`src/rtl/tl_tracker_pkg.sv`:
```
// Shared types and sizing for the TL response state tracker.
// Contents: slot_t (stored request state), out_hdr_t (response header),
// beats_of() (beats per transfer for a given log2 size), counter width.
package tl_tracker_pkg;

  localparam int unsigned NUM_IDS         = 4;
  localparam int unsigned ID_W            = $clog2(NUM_IDS);
  localparam int unsigned SIZE_W          = 4;
  localparam int unsigned SOURCE_W        = 5;
  localparam int unsigned BEAT_BYTES_LOG2 = 3;

  // Counter must reach beats-1 for the largest encodable size.
  localparam int unsigned MAX_SIZE = (1 << SIZE_W) - 1;
  localparam int unsigned CNT_W    = (MAX_SIZE > BEAT_BYTES_LOG2) ? (MAX_SIZE - BEAT_BYTES_LOG2) : 1;
  localparam int unsigned BEATS_W  = CNT_W + 1;

  typedef struct packed {
    logic [SIZE_W-1:0]   size;
    logic [SOURCE_W-1:0] source;
    logic                extra_id;
  } slot_t;

  typedef struct packed {
    logic [SIZE_W-1:0]   size;
    logic [SOURCE_W-1:0] source;
    logic                extra_id;
    logic                first;
    logic                last;
    logic                denied;
  } out_hdr_t;

  // Number of response beats for a transfer of 2**size bytes.
  function automatic logic [BEATS_W-1:0] beats_of(input logic [SIZE_W-1:0] size);
    if (size <= SIZE_W'(BEAT_BYTES_LOG2)) begin
      return BEATS_W'(1);
    end
    return BEATS_W'(1) << (size - SIZE_W'(BEAT_BYTES_LOG2));
  endfunction

endpackage

```
`src/rtl/tl_tracker_out_stage.sv`:
```
// One-entry pipe register holding the outgoing TL response header.
// Ports: clock/reset (async active-low), in_valid/in_ready/in_data upstream,
// out_valid/out_ready/out_data downstream. Accepts a new entry in the same
// cycle the held one drains; holds data stable while stalled.
module tl_tracker_out_stage
  import tl_tracker_pkg::*;
(
  input  logic     clock,
  input  logic     reset,
  input  logic     in_valid,
  output logic     in_ready,
  input  out_hdr_t in_data,
  output logic     out_valid,
  input  logic     out_ready,
  output out_hdr_t out_data
);

  assign in_ready = ~out_valid | out_ready;

  // Load on accepted input, otherwise empty once the consumer takes the entry.
  always_ff @(posedge clock or negedge reset) begin
    if (!reset) begin
      out_valid <= 1'b0;
      out_data  <= '0;
    end else if (in_valid && in_ready) begin
      out_valid <= 1'b1;
      out_data  <= in_data;
    end else if (out_ready) begin
      out_valid <= 1'b0;
    end
  end

endmodule

```
`src/rtl/tl_resp_state_tracker.sv`:
```
// Response-side TL state tracker: stores per-ID request state at issue and,
// on each downstream response beat, emits the TileLink response header.
// Ports: clock, reset (async active-low); io_alloc_* request-issue handshake
// with stored state; io_rsp_* downstream beat handshake; io_out_* response
// header handshake; io_busy slot-valid vector; io_err_orphan pulse for beats
// to empty slots; io_err_last_mismatch pulse when TL_TRACKER_LAST_CHECK_EN is
// defined (tied 0 otherwise).
module tl_resp_state_tracker
  import tl_tracker_pkg::*;
(
  input  logic                clock,
  input  logic                reset,
  input  logic                io_alloc_valid,
  output logic                io_alloc_ready,
  input  logic [ID_W-1:0]     io_alloc_id,
  input  logic [SIZE_W-1:0]   io_alloc_bits_tl_state_size,
  input  logic [SOURCE_W-1:0] io_alloc_bits_tl_state_source,
  input  logic                io_alloc_bits_extra_id,
  input  logic                io_rsp_valid,
  output logic                io_rsp_ready,
  input  logic [ID_W-1:0]     io_rsp_id,
  input  logic                io_rsp_last,
  input  logic                io_rsp_denied,
  output logic                io_out_valid,
  input  logic                io_out_ready,
  output logic [SIZE_W-1:0]   io_out_bits_size,
  output logic [SOURCE_W-1:0] io_out_bits_source,
  output logic                io_out_bits_extra_id,
  output logic                io_out_bits_first,
  output logic                io_out_bits_last,
  output logic                io_out_bits_denied,
  output logic [NUM_IDS-1:0]  io_busy,
  output logic                io_err_orphan,
  output logic                io_err_last_mismatch
);

  logic [NUM_IDS-1:0] valid_q;
  slot_t              slot_q [NUM_IDS];
  logic [CNT_W-1:0]   cnt_q  [NUM_IDS];
  logic               err_orphan_q;

  logic               alloc_fire;
  logic               rsp_fire;
  logic               hit;
  logic               fwd;
  logic               is_last;
  slot_t              cur;
  logic [CNT_W-1:0]   cur_cnt;
  logic [BEATS_W-1:0] beats;
  out_hdr_t           hdr_in;
  out_hdr_t           hdr_out;

  // Valid is sampled before this cycle's release, so a freed slot reopens next cycle.
  assign io_alloc_ready = ~valid_q[io_alloc_id];
  assign alloc_fire     = io_alloc_valid & io_alloc_ready;
  assign rsp_fire       = io_rsp_valid & io_rsp_ready;

  assign hit     = valid_q[io_rsp_id];
  assign fwd     = rsp_fire & hit;
  assign cur     = slot_q[io_rsp_id];
  assign cur_cnt = cnt_q[io_rsp_id];
  assign beats   = beats_of(cur.size);
  assign is_last = ({1'b0, cur_cnt} == (beats - BEATS_W'(1)));

  assign hdr_in = '{size:     cur.size,
                    source:   cur.source,
                    extra_id: cur.extra_id,
                    first:    (cur_cnt == '0),
                    last:     is_last,
                    denied:   io_rsp_denied};

  // Slot table: release on final beat, fill on alloc (never the same slot in one cycle).
  always_ff @(posedge clock or negedge reset) begin
    if (!reset) begin
      valid_q <= '0;
      for (int unsigned i = 0; i < NUM_IDS; i++) begin
        slot_q[i] <= '0;
        cnt_q[i]  <= '0;
      end
    end else begin
      if (fwd) begin
        if (is_last) begin
          valid_q[io_rsp_id] <= 1'b0;
          cnt_q[io_rsp_id]   <= '0;
        end else begin
          cnt_q[io_rsp_id]   <= cur_cnt + CNT_W'(1);
        end
      end
      if (alloc_fire) begin
        valid_q[io_alloc_id] <= 1'b1;
        cnt_q[io_alloc_id]   <= '0;
        slot_q[io_alloc_id]  <= '{size:     io_alloc_bits_tl_state_size,
                                  source:   io_alloc_bits_tl_state_source,
                                  extra_id: io_alloc_bits_extra_id};
      end
    end
  end

  // Beats to empty slots are consumed and flagged, never forwarded.
  always_ff @(posedge clock or negedge reset) begin
    if (!reset) begin
      err_orphan_q <= 1'b0;
    end else begin
      err_orphan_q <= rsp_fire & ~hit;
    end
  end

`ifdef TL_TRACKER_LAST_CHECK_EN
  logic err_last_q;

  // Flags disagreement between downstream's last marker and the beat count.
  always_ff @(posedge clock or negedge reset) begin
    if (!reset) begin
      err_last_q <= 1'b0;
    end else begin
      err_last_q <= fwd & (io_rsp_last != is_last);
    end
  end

  assign io_err_last_mismatch = err_last_q;
`else
  logic unused_rsp_last;

  assign unused_rsp_last      = io_rsp_last;
  assign io_err_last_mismatch = 1'b0;
`endif

  tl_tracker_out_stage u_out_stage (
    .clock     (clock),
    .reset     (reset),
    .in_valid  (fwd),
    .in_ready  (io_rsp_ready),
    .in_data   (hdr_in),
    .out_valid (io_out_valid),
    .out_ready (io_out_ready),
    .out_data  (hdr_out)
  );

  assign io_out_bits_size     = hdr_out.size;
  assign io_out_bits_source   = hdr_out.source;
  assign io_out_bits_extra_id = hdr_out.extra_id;
  assign io_out_bits_first    = hdr_out.first;
  assign io_out_bits_last     = hdr_out.last;
  assign io_out_bits_denied   = hdr_out.denied;
  assign io_busy              = valid_q;
  assign io_err_orphan        = err_orphan_q;

endmodule
```
`config.mk`:
```
export PLATFORM = sky130hd
export DESIGN_NAME = tl_resp_state_tracker
export DESIGN_NICKNAME = d
export VERILOG_FILES = /design/src/rtl/tl_tracker_pkg.sv /design/src/rtl/tl_tracker_out_stage.sv /design/src/rtl/tl_resp_state_tracker.sv
export SDC_FILE = /design/constraint.sdc
export NUM_CORES = 1
export LEC_CHECK = 0
export CORE_MARGIN = 2
export CORE_UTILIZATION = 55
export CTS_CLUSTER_SIZE = 12
export DETAILED_ROUTE_END_ITERATION = 12
export GPL_TIMING_DRIVEN = 0
export PLACE_DENSITY = 0.88
export SETUP_SLACK_MARGIN = 0.5
export SKIP_CTS_REPAIR_TIMING = 1
export SYNTH_ARGS = -nofsm -noshare
export SYNTH_HDL_FRONTEND = slang
export SYNTH_HIERARCHICAL = 1
export SYNTH_SLANG_ARGS = --single-unit
export TNS_END_PERCENT = 10
```
`constraint.sdc`:
```
create_clock -name clock -period 4.4 [get_ports clock]
set_input_delay 0.88 -clock clock [delete_from_list [all_inputs] [get_ports clock]]
set_output_delay 0.88 -clock clock [all_outputs]
set_load 0.03 [all_outputs]
```
==> impl_metrics.yaml, run 1 <==
place:
  dp.cells: 626
  gp_congestion: 0.915
  dpl.hpwl_um: 9480
  port_buffers: 40
outcome:
  status: "finished, final reports clean"
routing:
  via_per_inst: 6.62
  drtIter0Drc: 530
  ant_nets: 0
  drt_pass1_iterations: 5
  vias: 4330
  totalWireLength_um: 14200
  drc_errors: 0
  wl_per_cell_um: 21.7
floorplan:
  core-area_um2: 9730
  rows: 36
  die_area_um2: 10800
  start_util_pct: 56.2
  die_height_um: 104
  fp.dieW_um: 104
  pin_count: 43
synth:
  async_flop_share_pct: 100
  syn_inst: 452
  ys_seq_area_share_pct: 49.0
  ys.flop_type: "dfrtp_1"
  syn-cell-area_um2: 5470
  synth.distinct_cells: 56
  ys_ff_latch: 107
  syn_area_per_cell_um2: 12.1
  synth_fp_nets: 476
  yosys_warnings: 6
  synth_edf_count: 0
power:
  powerDensity_nw_per_um2: 582
  vdd.ir_drop.worst_mv: 0.348
  p_total_w: 0.00376
  leakage_nw: 2.78
final_layout:
  n_antenna_cell: 0
  final_cell_mix: "107 x dfrtp_1, 75 x nand2_1, 38 x a32o_1"
  area_delta_synth_final_pct: 18.2
  post-route-util_pct: 66.4
  nNetsFinal: 540
  mostFrequentLayoutCell: "dfrtp_1"
  drive_gt1_share_pct: 23.2
  finalNonFillerCells: 654
setup_path:
  worstSetupPathType: "in2reg"
  start_kind: "input port"
  worstPathRequired_ps: 4670
  cp_max_fo: 10
  crit_path_end_kind: "flop"
  arrival_ps: 4570
grt:
  grt_pass1_vias: 4316
  grt_pass1_wl_um: 22500
  antenna_found_initial: 0
  grt_start_max_net_pins: 77
  grt.total_usage_pct: 26.7
  overflow: 0
clock_network:
  cts_tree: "built"
  clk_pin_slew_ps: 100
  clock_path_buffers: 2
  clockRootBuffer: "clkbuf_8"
  clkSinkCount: 107
  cts-buffers-inserted: 9
  cts_max_level: 3
  clock_latency_ps: 380
timing:
  rsz0062_at_grt: "yes"
  min_period_over_period_pct: 97.7
  fmax_mhz: 233
  skew_ps: 8.21
  worst_slew_pin_slew_ps: 1360
  finalMaxSlewViolations: 0
  tns_ps: 0
  min_period_ps: 4300
  setup-violations-final: 0
  slew_headroom_pct: 8.04
  hold_violations: 0
worst_hold_path:
  min_path_type: "in2async"
run:
  maxCapViolCount: 0
## cells by family (layout without fill, tap and decap cells)
| logic type | Yosys count | count (layout) | share of synthesized area [%] |
|---|---|---|---|
| XOR/XNOR | 20 | 20 | 3.20 |
| AO/OA/AOI/OAI | 75 | 75 | 11.7 |
| multiplexers | 57 | 57 | 17.3 |
| adder cells (fa/ha/maj) | 3 | 3 | 0.687 |
| buffers and inverters | 38 | 107 | 4.01 |
| flip-flops | 107 | 107 | 49.0 |
| other | 1 | 1 | 0.0686 |
| AND/OR/NAND/NOR | 151 | 151 | 14.1 |
## synthesized netlist by cell type, types with 2 or more instances
| master | number | share of area [%] |
|---|---|---|
| o22a_1 | 4 | 0.64 |
| mux2_2 | 24 | 4.9 |
| a21oi_1 | 4 | 0.37 |
| and2_1 | 3 | 0.34 |
| or3b_2 | 4 | 0.64 |
| ha_1 | 3 | 0.69 |
| inv_1 | 8 | 0.55 |
| a21boi_0 | 3 | 0.41 |
| mux2_4 | 10 | 2.7 |
| buf_6 | 6 | 1.2 |
| o211ai_1 | 2 | 0.27 |
| mux4_1 | 2 | 0.96 |
| buf_4 | 2 | 0.27 |
| xnor2_1 | 10 | 1.6 |
| nand2_1 | 75 | 5.2 |
| a221oi_1 | 2 | 0.32 |
| a32o_1 | 38 | 7.0 |
| xor2_1 | 10 | 1.6 |
| dfrtp_1 | 107 | 49 |
| clkbuf_1 | 14 | 0.96 |
| o32ai_1 | 2 | 0.32 |
| nor4_1 | 2 | 0.23 |
| nor4bb_1 | 2 | 0.37 |
| nor2_1 | 13 | 0.89 |
| nand2b_1 | 5 | 0.57 |
| o21ai_0 | 11 | 1.0 |
| o211a_1 | 2 | 0.37 |
| buf_2 | 6 | 0.55 |
| nand3b_1 | 3 | 0.41 |
| nor2b_1 | 2 | 0.23 |
| nor4b_1 | 3 | 0.48 |
| nand3_1 | 15 | 1.4 |
| and3_1 | 7 | 0.80 |
| or3_1 | 2 | 0.23 |
| mux4_2 | 21 | 8.7 |
| nor3_1 | 5 | 0.46 |
## registers in the layout (all words and copies together), names as in the netlist
| signal | cells |
|---|---|
| u_out_stage/out_data | 13 |
| io_err_orphan | 1 |
| cnt_q | 48 |
| slot_q | 40 |
| io_busy | 4 |
| u_out_stage/out_valid | 1 |
## cell type report
| type | instances | area, um^2 |
|---|---|---|
| repair buffers | 53 | 523 |
| well taps | 133 | 166 |
| inverters | 8 | 30.0 |
| plain buffers | 30 | 225 |
| clock buffers | 10 | 128 |
| multi-input cells | 307 | 2660 |
| fillers | 701 | 3270 |
| clock inverters | 6 | 48.8 |
| flip-flops and latches | 107 | 2680 |
## worst max-delay path: stages
cell	delay, ps
buf_8	90
mux4_2	560
nand2b_4	170
or3_4	390
ha_4	190
buf_8	130
buf_4	130
xor2_1	230
xnor2_1	170
o211ai_1	190
or3_1	390
or4_4	490
buf_6	160
buf_8	140
a32o_1	250
## report_power, final
group | internal [W] | switching [W] | total, W | leakage (nW)
Clock | 0.000212 | 0.000355 | 0.000568 | 0.0848
Sequential | 0.00128 | 0.000198 | 0.00147 | 1.35
Combinational | 0.000839 | 0.000875 | 0.00171 | 1.35
Total | 0.00233 | 0.00143 | 0.00376 | 2.78
## metrics by stage
| stage | hold WS (ps) | cell area, um^2 | setup slack [ps] |
|---|---|---|---|
| finish | 428 | 6460 | 101 |
| global route | 441 | 6460 | 54.8 |
| detailed placement | 461 | 6120 | -850 |
| floorplan | 440 | 5530 | 81.3 |
| CTS | 430 | 6290 | -506 |
| global placement | 452 | 6090 | -1300 |
## path summary, 6_finish.rpt
path	slack, ps	startpoint	cells after the start	end
min in group clock	480	slot_q[11]$_DFFE_PN0P_	2	slot_q[11]$_DFFE_PN0P_
setup reg to reg	310	slot_q[9]$_DFFE_PN0P_	14	cnt_q[22]$_DFF_PN0_
hold / removal	430	reset	1	slot_q[3]$_DFFE_PN0P_
max in group asynchronous	3260	reset	2	cnt_q[30]$_DFF_PN0_
setup / recovery	100	io_rsp_id[0]	15	cnt_q[22]$_DFF_PN0_
hold reg to reg	480	slot_q[11]$_DFFE_PN0P_	2	slot_q[11]$_DFFE_PN0P_
## routing by layer
metal / vias to the layer above / GRT usage, % / routed length, um
met3: 41 / 5.60 / 1320
met2: 302 / 43.5 / 7120
li1: 1808 / - / -
met5: - / 0 / 0
met1: 2179 / 35.2 / 5390
met4: 0 / 10.8 / 366
No activity file was read; power rests on OpenSTA's default activity.
==> run 2: changes to the inputs <==
--- a/config.mk
+++ b/config.mk
@@ -7,10 +7,11 @@
 export LEC_CHECK = 0
 export CORE_MARGIN = 2
 export CORE_UTILIZATION = 55
+export CTS_BUF_LIST = sky130_fd_sc_hd__clkbuf_4 sky130_fd_sc_hd__clkbuf_8
 export CTS_CLUSTER_SIZE = 12
 export DETAILED_ROUTE_END_ITERATION = 12
 export GPL_TIMING_DRIVEN = 0
-export PLACE_DENSITY = 0.88
+export PLACE_DENSITY = 0.76
 export SETUP_SLACK_MARGIN = 0.5
 export SKIP_CTS_REPAIR_TIMING = 1
 export SYNTH_ARGS = -nofsm -noshare
==> run 2 against run 1 <==
Clock skew rose by 5.0 ps; register-to-register slack improved by 100 ps; die area did not move; wire length fell by 2.5%; combinational power fell by 3%; largest power group unchanged; worst hold slack improved by 56 ps; critical path depth rose by 1; sequential power barely moved; largest cell class unchanged; first-iteration DRC count fell by 20%; non-clock buffer count did not move; highest routed layer unchanged; maximum frequency rose by 1.8%.
==> impl_metrics.yaml, run 2 (same netlist as run 1, synthesis figures left out) <==
power:
  leakage_nw: 2.80
  powerDensity_nw_per_um2: 578
  p_total_w: 0.00376
  vdd.ir_drop.worst_mv: 0.314
setup_path:
  slowest_stage: "or4_4"
  worstPathRequired_ps: 4670
  worstPathCellList: "buf_12, buf_12, mux4_2, buf_6, or3_4, ha_4, buf_8, or3b_4, a221oi_2, o211ai_1, xor2_1, nand3_1, or4_4, buf_8, buf_8, a32o_1"
  arrival_ps: 4490
  start_kind: "input port"
  cp_max_fo: 6
  crit_path_end_kind: "flop"
  slowest_delay_ps: 500
  crit_buf_inv: 6
  cp_common_cell: "buf_8"
  worstSetupPathType: "in2reg"
  cp_top_family: "simple AND/OR/NAND/NOR gates"
timing:
  finalMaxSlewViolations: 0
  setup-violations-final: 0
  min_period_ps: 4220
  rsz0062_at_grt: "yes"
  skew_ps: 13.2
  min_period_over_period_pct: 96.0
  slew_headroom_pct: 42.3
  hold_violations: 0
  worst_slew_pin_slew_ps: 863
  fmax_mhz: 237
floorplan:
  core-area_um2: 9730
  die_height_um: 104
  pin_count: 43
  start_util_pct: 56.2
  rows: 36
  die_area_um2: 10800
  fp.dieW_um: 104
grt:
  antenna_found_initial: 0
  grt_pass1_vias: 4230
  overflow: 0
  grt.total_usage_pct: 26.2
  grt_start_max_net_pins: 59
  grt_pass1_wl_um: 22200
routing:
  via_per_inst: 6.34
  drtIter0Drc: 423
  vias: 4148
  drc_errors: 0
  wl_per_cell_um: 21.2
  ant_nets: 0
  drt_pass1_iterations: 6
  totalWireLength_um: 13800
final_layout:
  area_delta_synth_final_pct: 19.1
  final_cell_mix: "107 x dfrtp_1, 75 x nand2_1, 38 x a32o_1"
  drive_gt1_share_pct: 23.8
  nNetsFinal: 540
  final_area_um2: 6510
  n_antenna_cell: 0
  top_register: "cnt_q"
  fill_cells: 718
  post-route-util_pct: 66.9
  mostFrequentLayoutCell: "dfrtp_1"
  largest_reg_flops: 48
  reg_top3: "cnt_q (48), slot_q (40), u_out_stage/out_data (13)"
clock_network:
  cts_max_level: 3
  clk_pin_slew_ps: 110
  clockRootBuffer: "clkbuf_8"
  clock_latency_ps: 390
  cts-buffers-inserted: 9
  cts_tree: "built"
  clock_path_buffers: 2
  clkSinkCount: 107
place:
  port_buffers: 40
  dpl.hpwl_um: 9360
  gp_congestion: 0.837
  place_area_um2: 6120
outcome:
  status: "finished, final reports clean"
worst_hold_path:
  min_path_type: "reg2reg"
run:
  maxCapViolCount: 0
[run 2: cell count changes in the layout (fill, tap and decap cells not counted), sizes merged]
cell / previous run / this run
clkbuf: 23 / 24
clkinv: 2 / 1
bufinv: 0 / 1
buf: 32 / 31
[run 2: area by class of cell]
cell class | count | area [um^2] | area share (%)
clock buffers | 10 | 138 | 2.11
multi-input cells | 307 | 2650 | 40.8
flip-flops and latches | 107 | 2680 | 41.1
plain buffers | 30 | 229 | 3.52
repair buffers | 53 | 546 | 8.38
well taps | 133 | 166 | 2.56
clock inverters | 6 | 71.3 | 1.10
inverters | 8 | 30.0 | 0.461
[run 2: worst paths after layout]
path / cells past startpoint / from / end / slack, ps
max reg2reg: 14 / slot_q[37]$_DFFE_PN0P_ / cnt_q[19]$_DFF_PN0_ / 410
min reg2reg: 2 / slot_q[18]$_DFFE_PN0P_ / slot_q[18]$_DFFE_PN0P_ / 480
min: 2 / slot_q[18]$_DFFE_PN0P_ / slot_q[18]$_DFFE_PN0P_ / 480
min in group asynchronous: 1 / reset / u_out_stage/out_data[0]$_DFFE_PN0P_ / 550
max in group asynchronous: 2 / reset / slot_q[32]$_DFFE_PN0P_ / 3140
max: 16 / io_rsp_id[0] / cnt_q[19]$_DFF_PN0_ / 180
[run 2: metrics by stage]
step,hold WS (ps),std cells,TNS (ps),setup slack (ps)
CTS,482,642,-21640,-570
floorplan,440,452,0,81.3
global placement,452,625,-190670,-1410
detailed placement,457,626,-43380,-976
finish,484,654,0,177
global route,508,654,0,38.7
[run 2: report_power, final]
| part | leakage, nW | internal [W] | switching, W |
|---|---|---|---|
| combinational | 1.35 | 0.000830 | 0.000829 |
| sequential | 1.35 | 0.00127 | 0.000188 |
| clock | 0.0995 | 0.000284 | 0.000359 |
| total | 2.80 | 0.00239 | 0.00138 |
[run 2: worst register-to-register path, cell delays in order (launching register included)]
cell and delay (ps):
dfrtp_1 430, mux4_2 460, buf_4 190, or3_4 380
ha_4 190, buf_8 120, or3b_4 360, a221oi_2 220
o211ai_1 150, xor2_1 220, nand3_1 100, or4_4 500
buf_8 160, buf_8 130, a32o_1 250
[run 2: routing by layer]
| layer | wire length, um | global-route usage [%] | part of all wire [%] | up-vias |
|---|---|---|---|---|
| li1 | - | - | - | 1802 |
| met1 | 5810 | 36.5 | 42 | 2139 |
| met2 | 6840 | 42.2 | 49 | 190 |
| met3 | 976 | 4.47 | 7.1 | 17 |
| met4 | 204 | 9.07 | 1.5 | 0 |
| met5 | 0 | 0 | 0 | - |
==> run 3: changes to the inputs <==
--- a/config.mk
+++ b/config.mk
@@ -5,7 +5,7 @@
 export SDC_FILE = /design/constraint.sdc
 export NUM_CORES = 1
 export LEC_CHECK = 0
-export CORE_MARGIN = 2
+export CORE_MARGIN = 4
 export CORE_UTILIZATION = 55
 export CTS_BUF_LIST = sky130_fd_sc_hd__clkbuf_4 sky130_fd_sc_hd__clkbuf_8
 export CTS_CLUSTER_SIZE = 12
@@ -16,6 +16,5 @@
 export SKIP_CTS_REPAIR_TIMING = 1
 export SYNTH_ARGS = -nofsm -noshare
 export SYNTH_HDL_FRONTEND = slang
-export SYNTH_HIERARCHICAL = 1
 export SYNTH_SLANG_ARGS = --single-unit
 export TNS_END_PERCENT = 10
==> run 3 against run 2 <==
First-iteration DRC count up 12%; synthesized area up 1.5%; clock power shrank 14%; sequential power down 3%; worst hold slack got worse by 2.9 ps; final cell count grew 8.4%; maximum frequency rose by 11%; via count rose by 11%; count of clock-buffer cells in the layout rose by 1; sequential share of layout area fell by 1.0 points.
==> impl_metrics.yaml, run 3 <==
outcome:
  status: "finished, final reports clean"
setup_path:
  crit_start: "io_rsp_id[0]"
  worstPathRequired_ps: 4640
  start_kind: "input port"
  crit_path_end_kind: "flop"
  r2r-start: "slot_q[9]$_DFFE_PN0P_"
  worstSetupPathType: "in2reg"
  arrival_ps: 4040
  cp_max_fo: 10
timing:
  rsz0062_at_grt: "yes"
  finalMaxSlewViolations: 0
  setup-violations-final: 0
  skew_ps: 11.7
  min_period_ps: 3800
  holdWs_ps: 481
  hold_violations: 0
  fmax_mhz: 263
  min_period_over_period_pct: 86.3
  slew_headroom_pct: 48.4
  worst_slew_pin_slew_ps: 774
clock_network:
  clockRootBuffer: "clkbuf_8"
  clock_path_buffers: 2
  cts_max_level: 3
  cts-buffers-inserted: 9
  clock_latency_ps: 390
  clkSinkCount: 107
  clk_pin_slew_ps: 100
  cts_tree: "built"
synth:
  synth_edf_count: 0
  ys_ff_latch: 107
  yosys.area.top_type: "dfrtp_1"
  ys.flop_type: "dfrtp_1"
  yosysMostFrequentCell: "dfrtp_1"
  async_flop_share_pct: 100
  synth_top_area_share_pct: 48.3
  syn-cell-area_um2: 5550
  syn_area_per_cell_um2: 11.3
  synth_fp_nets: 517
  ys_seq_area_share_pct: 48.3
  synthTopCellsByArea: "dfrtp_1 48%, mux4_2 9.3%, mux2_2 7.9%"
  syn_inst: 493
  synth.distinct_cells: 60
  yosys_warnings: 0
  synth_common_cells: "107 x dfrtp_1, 60 x nand2_1, 47 x nand3_1, 47 x o31ai_1, 39 x mux2_2"
routing:
  totalWireLength_um: 15100
  drtIter0Drc: 472
  drc_errors: 0
  drt_pass1_iterations: 6
  wl_per_cell_um: 21.3
  via_per_inst: 6.47
  ant_nets: 0
  vias: 4588
grt:
  grt_pass1_vias: 4389
  antenna_found_initial: 0
  overflow: 0
  grt_start_max_net_pins: 58
  grt_pass1_wl_um: 23600
  grt.total_usage_pct: 26.6
power:
  leakage_nw: 2.78
  power.internal_w: 0.00223
  vdd.ir_drop.worst_mv: 0.299
  p_comb_share_pct: 45.3
  swShare_pct: 37.6
  p_sw_w: 0.00135
  clkPwrFrac_pct: 15.5
  powerDensity_nw_per_um2: 536
  pwr-share-seq_pct: 39.3
floorplan:
  pin_count: 43
  core-area_um2: 9820
  die_area_um2: 11800
  start_util_pct: 56.5
  fp.dieW_um: 108
  rows: 36
  die_height_um: 108
final_layout:
  area_delta_synth_final_pct: 20.4
  drive_gt1_share_pct: 25.7
  largest_reg_flops: 48
  top_register: "cnt_q"
  final_cell_mix: "107 x dfrtp_1, 60 x nand2_1, 46 x nand3_1"
  mostFrequentLayoutCell: "dfrtp_1"
  reg_top3: "cnt_q (48), slot_q (40), u_out_stage.out_data (13)"
  n_antenna_cell: 0
  nNetsFinal: 596
  post-route-util_pct: 68.0
  final_area_um2: 6680
place:
  port_buffers: 40
  place_area_um2: 6170
  dpl.hpwl_um: 9740
  gp_congestion: 0.930
worst_hold_path:
  hold_start: "slot_q[19]$_DFFE_PN0P_"
  min_path_type: "reg2reg"
run:
  maxCapViolCount: 0
[run 3: cell type report]
| type | instances | area (um^2) |
|---|---|---|
| clock inverters | 4 | 26.3 |
| well taps | 133 | 166 |
| multi-input cells | 340 | 2730 |
| clock buffers | 11 | 139 |
| plain buffers | 38 | 268 |
| fillers | 777 | 3140 |
| inverters | 8 | 30.0 |
| flip-flops and latches | 107 | 2680 |
| repair buffers | 68 | 638 |
[run 3: final timing paths]
path	to	slack (ps)	depth (start not counted)
max in group asynchronous	cnt_q[35]$_DFF_PN0_	3150	2
worst min-delay path	slot_q[19]$_DFFE_PN0P_	480	2
min in group asynchronous	io_err_orphan$_DFF_PN0_	530	1
worst min register to register	slot_q[19]$_DFFE_PN0P_	480	2
worst max-delay path	cnt_q[43]$_DFF_PN0_	600	14
worst max register to register	cnt_q[43]$_DFF_PN0_	870	13
[run 3: through the flow]
stage	TNS, ps	total power [W]	setup slack, ps	instances
2_1_floorplan	0	0.00241	517	493
3_3_place_gp	-180560	0.00280	-1430	666
3_5_place_dp	-29830	0.00285	-706	667
4_1_cts	-9860	0.00339	-309	682
5_1_grt	0	0.00379	480	709
6_report	0	0.00358	604	709
[run 3: cell families (layout without fill, tap and decap cells)]
kind of cell,Yosys count,count (layout),synth area share (%)
simple gates,171,171,15.3
flops,107,107,48.3
compound gates,86,86,11.9
mux,64,64,17.6
buf+inv,46,129,3.83
xor+xnor,15,15,2.37
fa+ha+maj,3,3,0.677
other cells,1,1,0.0676
[run 3: worst max-delay path, stage by stage]
cell and delay [ps]:
clkbuf_2 130, mux4_2 640, or2b_1 270, or3_1 310
ha_2 180, clkbuf_8 160, xnor2_2 140, xnor2_1 130
nor4_2 260, nand4_1 250, nor3_4 270, buf_12 170
buf_12 140, o31ai_1 80
[run 3: per-layer routing]
| layer | routed length [um] | global-route usage, % | vias to the layer above |
|---|---|---|---|
| met5 | 0 | 0 | - |
| met4 | 482 | 10.8 | 0 |
| met3 | 1380 | 4.84 | 44 |
| met2 | 6980 | 40.0 | 259 |
| met1 | 6270 | 38.3 | 2297 |
| li1 | - | - | 1988 |
[run 3: power groups by stage]
stage | logic [W] | clock network (W) | registers, W
6_report | 0.00162 | 0.000554 | 0.00141
5_1_grt | 0.00174 | 0.000608 | 0.00144
4_1_cts | 0.00143 | 0.000561 | 0.00140
3_5_place_dp | 0.00143 | 0 | 0.00142
3_3_place_gp | 0.00139 | 0 | 0.00141
2_1_floorplan | 0.000900 | 0 | 0.00151
